[config.mk]
export PLATFORM = sky130hd
export DESIGN_NAME = sad_pool_ctrl_flat
export DESIGN_NICKNAME = d
export VERILOG_FILES = /design/src/rtl/sad_pool_ctrl_if.sv /design/src/rtl/sad_pool_ctrl.sv /design/src/flat_wrapper.sv
export SDC_FILE = /design/constraint.sdc
export NUM_CORES = 1
export LEC_CHECK = 0
export BUFFER_PORTS_ARGS = -buffer_cell sky130_fd_sc_hd__buf_4
export CAP_MARGIN = 20
export CORE_MARGIN = 2
export CORE_UTILIZATION = 33
export DETAILED_ROUTE_END_ITERATION = 16
export GPL_ROUTABILITY_DRIVEN = 1
export HOLD_SLACK_MARGIN = 0.12
export PLACE_DENSITY_LB_ADDON = 0.2
export SYNTH_ARGS = -nofsm -noshare
export SYNTH_HDL_FRONTEND = slang
export SYNTH_SLANG_ARGS = --single-unit
[constraint.sdc]
create_clock -name clk -period 2.4 [get_ports clk]
set_input_delay 0.12 -clock clk [delete_from_list [all_inputs] [get_ports clk]]
set_output_delay 0.12 -clock clk [all_outputs]
set_load 0.01 [all_outputs]
[src/rtl/sad_pool_ctrl_if.sv]
// rtl/sad_pool_ctrl_if.sv - BRAM read ports and absolute-deviation unit hookup for sad_pool_ctrl
interface sad_pool_ctrl_if #(
    parameter int ADDR_W = 10
);
    logic              bram_en;
    logic [ADDR_W-1:0] addr_a;
    logic [ADDR_W-1:0] addr_b;
    logic [7:0]        rdata_a;
    logic [7:0]        rdata_b;
    logic [7:0]        ad_x1;
    logic [7:0]        ad_x2;
    logic [7:0]        ad_in;

    modport master (
        output bram_en, addr_a, addr_b, ad_x1, ad_x2,
        input  rdata_a, rdata_b, ad_in
    );

    modport slave (
        input  bram_en, addr_a, addr_b, ad_x1, ad_x2,
        output rdata_a, rdata_b, ad_in
    );
endinterface

[src/rtl/sad_pool_ctrl.sv]
// rtl/sad_pool_ctrl.sv - streams a BRAM window pair through a shared deviation unit, returns SAD and max
module sad_pool_ctrl #(
    parameter int ADDR_W = 10,
    parameter int LEN_W  = 8
) (
    input  logic              clk,
    input  logic              rst_n,
    input  logic              start,
    input  logic [ADDR_W-1:0] base_a,
    input  logic [ADDR_W-1:0] base_b,
    input  logic [LEN_W-1:0]  len,
    sad_pool_ctrl_if.master   mem,
    output logic              busy,
    output logic              done,
    output logic [15:0]       sad,
    output logic [7:0]        max_dev,
    output logic [LEN_W-1:0]  max_idx
);
    typedef enum logic [1:0] {IDLE, READ, DRAIN, DONE} state_t;

    state_t            state;
    state_t            state_nxt;
    logic [ADDR_W-1:0] base_a_r;
    logic [ADDR_W-1:0] base_b_r;
    logic [LEN_W-1:0]  len_r;
    logic [LEN_W-1:0]  idx;
    logic [LEN_W-1:0]  didx;
    logic              dv;
    logic              accept;

    assign accept    = (state == IDLE) && start;
    assign mem.ad_x1 = mem.rdata_a;
    assign mem.ad_x2 = mem.rdata_b;

    always_ff @(posedge clk or negedge rst_n) begin
        if (!rst_n) begin
            state <= IDLE;
        end else begin
            state <= state_nxt;
        end
    end

    always_comb begin
        state_nxt = state;
        case (state)
            IDLE:    if (start) state_nxt = (len == '0) ? DONE : READ;
            READ:    if (idx == len_r - LEN_W'(1)) state_nxt = DRAIN;
            DRAIN:   state_nxt = DONE;
            DONE:    state_nxt = IDLE;
            default: state_nxt = IDLE;
        endcase
    end

    always_comb begin
        busy        = (state != IDLE);
        done        = (state == DONE);
        mem.bram_en = (state == READ);
        mem.addr_a  = base_a_r + ADDR_W'(idx);
        mem.addr_b  = base_b_r + ADDR_W'(idx);
    end

    // dv/didx track the element whose read data is on rdata this cycle
    always_ff @(posedge clk or negedge rst_n) begin
        if (!rst_n) begin
            base_a_r <= '0;
            base_b_r <= '0;
            len_r    <= '0;
            idx      <= '0;
            didx     <= '0;
            dv       <= 1'b0;
            sad      <= '0;
            max_dev  <= '0;
            max_idx  <= '0;
        end else begin
            dv   <= mem.bram_en;
            didx <= idx;
            if (accept) begin
                base_a_r <= base_a;
                base_b_r <= base_b;
                len_r    <= len;
                idx      <= '0;
                sad      <= '0;
                max_dev  <= '0;
                max_idx  <= '0;
            end else begin
                if (state == READ) idx <= idx + LEN_W'(1);
                if (dv) begin
                    sad <= sad + 16'(mem.ad_in);
                    // strict compare keeps the earliest index on ties
                    if (mem.ad_in > max_dev) begin
                        max_dev <= mem.ad_in;
                        max_idx <= didx;
                    end
                end
            end
        end
    end
endmodule

[src/flat_wrapper.sv]
// flat-port wrapper written by rule: the top's interface ports become plain ports
module sad_pool_ctrl_flat 
#(
    parameter int ADDR_W = 10,
    parameter int LEN_W  = 8
)
  (clk, rst_n, start, base_a, base_b, len, busy, done, sad, max_dev, max_idx, mem_bram_en, mem_addr_a, mem_addr_b, mem_ad_x1, mem_ad_x2, mem_rdata_a, mem_rdata_b, mem_ad_in);
  sad_pool_ctrl_if #(.ADDR_W(ADDR_W)) mem_i ();
  input  logic clk;
  input  logic rst_n;
  input  logic start;
  input  logic [ADDR_W-1:0] base_a;
  input  logic [ADDR_W-1:0] base_b;
  input  logic [LEN_W-1:0] len;
  output logic busy;
  output logic done;
  output logic [15:0] sad;
  output logic [7:0] max_dev;
  output logic [LEN_W-1:0] max_idx;
  output wire logic [$bits(mem_i.bram_en)-1:0] mem_bram_en;
  output wire logic [$bits(mem_i.addr_a)-1:0] mem_addr_a;
  output wire logic [$bits(mem_i.addr_b)-1:0] mem_addr_b;
  output wire logic [$bits(mem_i.ad_x1)-1:0] mem_ad_x1;
  output wire logic [$bits(mem_i.ad_x2)-1:0] mem_ad_x2;
  input wire logic [$bits(mem_i.rdata_a)-1:0] mem_rdata_a;
  input wire logic [$bits(mem_i.rdata_b)-1:0] mem_rdata_b;
  input wire logic [$bits(mem_i.ad_in)-1:0] mem_ad_in;
  assign mem_bram_en = mem_i.bram_en;
  assign mem_addr_a = mem_i.addr_a;
  assign mem_addr_b = mem_i.addr_b;
  assign mem_ad_x1 = mem_i.ad_x1;
  assign mem_ad_x2 = mem_i.ad_x2;
  assign mem_i.rdata_a = mem_rdata_a;
  assign mem_i.rdata_b = mem_rdata_b;
  assign mem_i.ad_in = mem_ad_in;
  sad_pool_ctrl #(.ADDR_W(ADDR_W), .LEN_W(LEN_W)) u_core (.clk(clk), .rst_n(rst_n), .start(start), .base_a(base_a), .base_b(base_b), .len(len), .mem(mem_i), .busy(busy), .done(done), .sad(sad), .max_dev(max_dev), .max_idx(max_idx));
endmodule
==> results.json <==
{
  "outcome": "finished with violations",
  "violations": "setup timing",
  "ys_ff_latch": 79,
  "reg2reg_to": "u_core.state[0]",
  "syn_to_final_growth_pct": 36.7,
  "fin_nets": 746,
  "synth_adder_area_share_pct": 11.5,
  "multi_input_area_um2": 2680,
  "routed_via_density": 4.83,
  "hold_class": "input port to output port",
  "synthDistinctLibCells": 48,
  "final-hold-violation-count": 0,
  "yosysWarnings": 0,
  "grt_pass1_vias": 4175,
  "port_buffers": 93,
  "place.gp.congestion": 0.816,
  "cts_tree": "yes",
  "numCtsBuffers": 9,
  "clkLatencyLatePin_ns": 0.34,
  "holdWs_ns": 0.240,
  "ant_nets": 0,
  "cts_buffer_depth": 2,
  "cts.htree.levels": 3,
  "initial_core_util_pct": 33.3,
  "arrival_ns": 2.50,
  "cp-end-kind": "output port",
  "grt_use_total_pct": 16.1,
  "drv_slew": 0,
  "syn-instance-count": 520,
  "synth_top_family_by_area": "simple AND/OR/NAND/NOR gates",
  "fin_worst_skew_ns": 0.00545,
  "ys_seq_area_share_pct": 41.3,
  "final_cell_area_um2": 6540,
  "clock-sinks": 79,
  "synth_compound_area_share_pct": 10.4,
  "synth-main-ff-cell": "dfrtp_1",
  "ios": 126,
  "path_max_fanout": 3,
  "final_layout_size_suffix_gt1_share_pct": 24.5,
  "syn_avg_cell_area_um2": 9.20,
  "powerDensity_nw_per_um2": 1170,
  "grt_overflow_total": 0,
  "crit_path_end": "mem_addr_b[8]",
  "timing.rr.start": "u_core.len_r[0]",
  "synth.area.mux_share_pct": 5.67,
  "dr.pass1.iters": 4,
  "clk_pin_slew_ns": 0.06,
  "crit_start": "u_core.idx[0]",
  "root_buffer": "clkbuf_16",
  "p_leak_nw": 3.28,
  "antennaDiodeCount": 0,
  "worstMarginPinSlew_ns": 0.487,
  "fmax_ghz": 0.382,
  "die_w_um": 124,
  "synth_xor_area_share_pct": 6.22,
  "seqCellArea_um2": 1980,
  "relSlewSlack_pct": 67.4,
  "synth_edf_count": 0,
  "syn_nets": 617,
  "avgRoutedWirePerCell_um": 14.2,
  "rsz0062_at_grt": "yes",
  "syn-cell-area_um2": 4780,
  "cp-start-kind": "flip-flop",
  "drt_iter0_markers": 174,
  "critical_path_class": "flip-flop to output port",
  "async_reset_ff_share_pct": 100,
  "synth-simple-area-share_pct": 19.4,
  "antenna_found_initial": 0,
  "dpl.hpwl_um": 8410,
  "required_ns": 2.28,
  "fin_util_pct": 45.5,
  "vias": 4046,
  "std_cell_rows": 44,
  "die-area_um2": 15500,
  "period_needed_ns": 2.62,
  "setup_violations": 8,
  "r2r_cells": 6,
  "grt_max_degree": 53,
  "peakVddDrop_uv": 480,
  "cap_violations": 0,
  "die_h_um": 124,
  "grt_pass1_wl_um": 20200,
  "wl_um": 11900,
  "drc": 0,
  "placed_area_um2": 5670,
  "reg2reg_slack_ns": 0.17,
  "period_share_pct": 109,
  "min-delay-start": "mem_rdata_a[1]",
  "fill_cells": 1396,
  "worst_slack_ns": -0.217,
  "core_um2": 14400
}
-- repair_timing --
action / 4_1_cts / 5_1_grt
buffers inserted: 9 / 1
endpoints found under the hold margin: 115 / 0
setup endpoints to repair: 8 / 13
pin swaps: 12 / 12
hold buffers: 37 / 0
resized for setup: 16 / 10
-- state kept, by name, indices dropped and copies added (netlist names) --
register         flops
u_core.sad          16
u_core.idx           8
u_core.base_a_r     10
u_core.state         2
u_core.len_r         8
u_core.dv            1
u_core.max_idx       8
u_core.base_b_r     10
u_core.max_dev       8
u_core.didx          8
-- where the power goes --
part,total [W],switching [W],leakage [nW],internal [W]
Clock,0.00150,0.000534,0.160,0.000967
Combinational,0.00399,0.00202,2.10,0.00197
Sequential,0.00218,0.000393,1.03,0.00179
-- logic make-up after synthesis --
group | after synthesis
fa+ha+maj | 42
simple gates | 212
flops | 79
compound gates | 71
mux | 27
buf+inv | 55
xor+xnor | 34
-- area by class of cell --
cell class	count	area share, %
inverters	20	1.15
well taps	184	3.52
clock buffers	13	3.98
clock inverters	3	0.995
flip-flops and latches	79	30.2
multi-input cells	386	41.0
repair buffers	153	19.2
-- worst min path at each step --
stage	endpoint	slack, ns	cells past startpoint
floorplan	u_core.base_a_r[0]	-0.18	0
global placement	u_core.sad[1]	0.08	1
detailed placement	u_core.sad[1]	0.07	1
CTS	mem_ad_x1[0]	0.24	0
global route	mem_ad_x2[3]	0.24	0
finish	mem_ad_x1[1]	0.24	0
-- worst max-delay path, stage by stage, from the launching register on --
cell,delay (ns)
dfrtp_1,0.42
ha_4,0.19
fa_2,0.38
a21o_1,0.20
a21oi_2,0.17
nor2b_1,0.06
o21a_1,0.19
o41ai_2,0.25
xnor2_1,0.16
buf_4,0.14
-- synth_stat cells (all sizes together) (3+ instances only) --
library cell / n / share of area, %
o21a: 13 / 2.0
and3: 4 / 0.52
nor3: 5 / 0.52
fa: 3 / 1.3
o31ai: 5 / 0.78
xor2: 11 / 2.0
nand2: 135 / 11
nor2: 28 / 2.2
inv: 20 / 1.6
nand2b: 6 / 0.78
mux2i: 26 / 5.4
a21oi: 14 / 1.5
or4: 6 / 1.0
o21ai: 12 / 1.3
buf: 19 / 2.8
xnor2: 23 / 4.2
a21o: 6 / 0.94
dfrtp: 79 / 41
clkbuf: 16 / 1.3
nand3: 3 / 0.31
nand4: 6 / 0.78
nor2b: 10 / 1.3
ha: 39 / 10
o211ai: 5 / 0.78
-- placed cells by master (no fill, tap or decap), types with 11 or more instances in the layout --
cell,netlist,layout
buf_4,16,115
dfrtp_1,79,78
dlygate4sd3_1,0,37
ha_1,39,36
inv_1,20,20
mux2i_1,26,26
nand2_1,135,134
nor2_1,28,28
o21a_1,13,13
o21ai_0,11,11
xnor2_1,23,21
xor2_1,11,11
-- layer usage --
layer / vias to the layer above / part of all wire (%) / track usage [%]
met5: - / 0 / 0
met4: 0 / 1.6 / 6.28
met3: 15 / 3.8 / 3.31
met2: 93 / 50 / 27.3
met1: 1937 / 45 / 20.0
li1: 2001 / - / -
-- metrics by stage --
stage / instances / setup TNS (ns) / setup WS [ns] / total power, W
after floorplan: 520 / 0 / 0.123 / 0.00455
after detailed placement: 780 / -0.123 / -0.0838 / 0.00597
after global placement: 780 / -0.0528 / -0.0528 / 0.00589
after global routing: 838 / -1.79 / -0.313 / 0.00829
after CTS: 842 / -1.23 / -0.246 / 0.00770
final: 838 / -0.958 / -0.217 / 0.00767
Power figures use the tool's default switching activity.
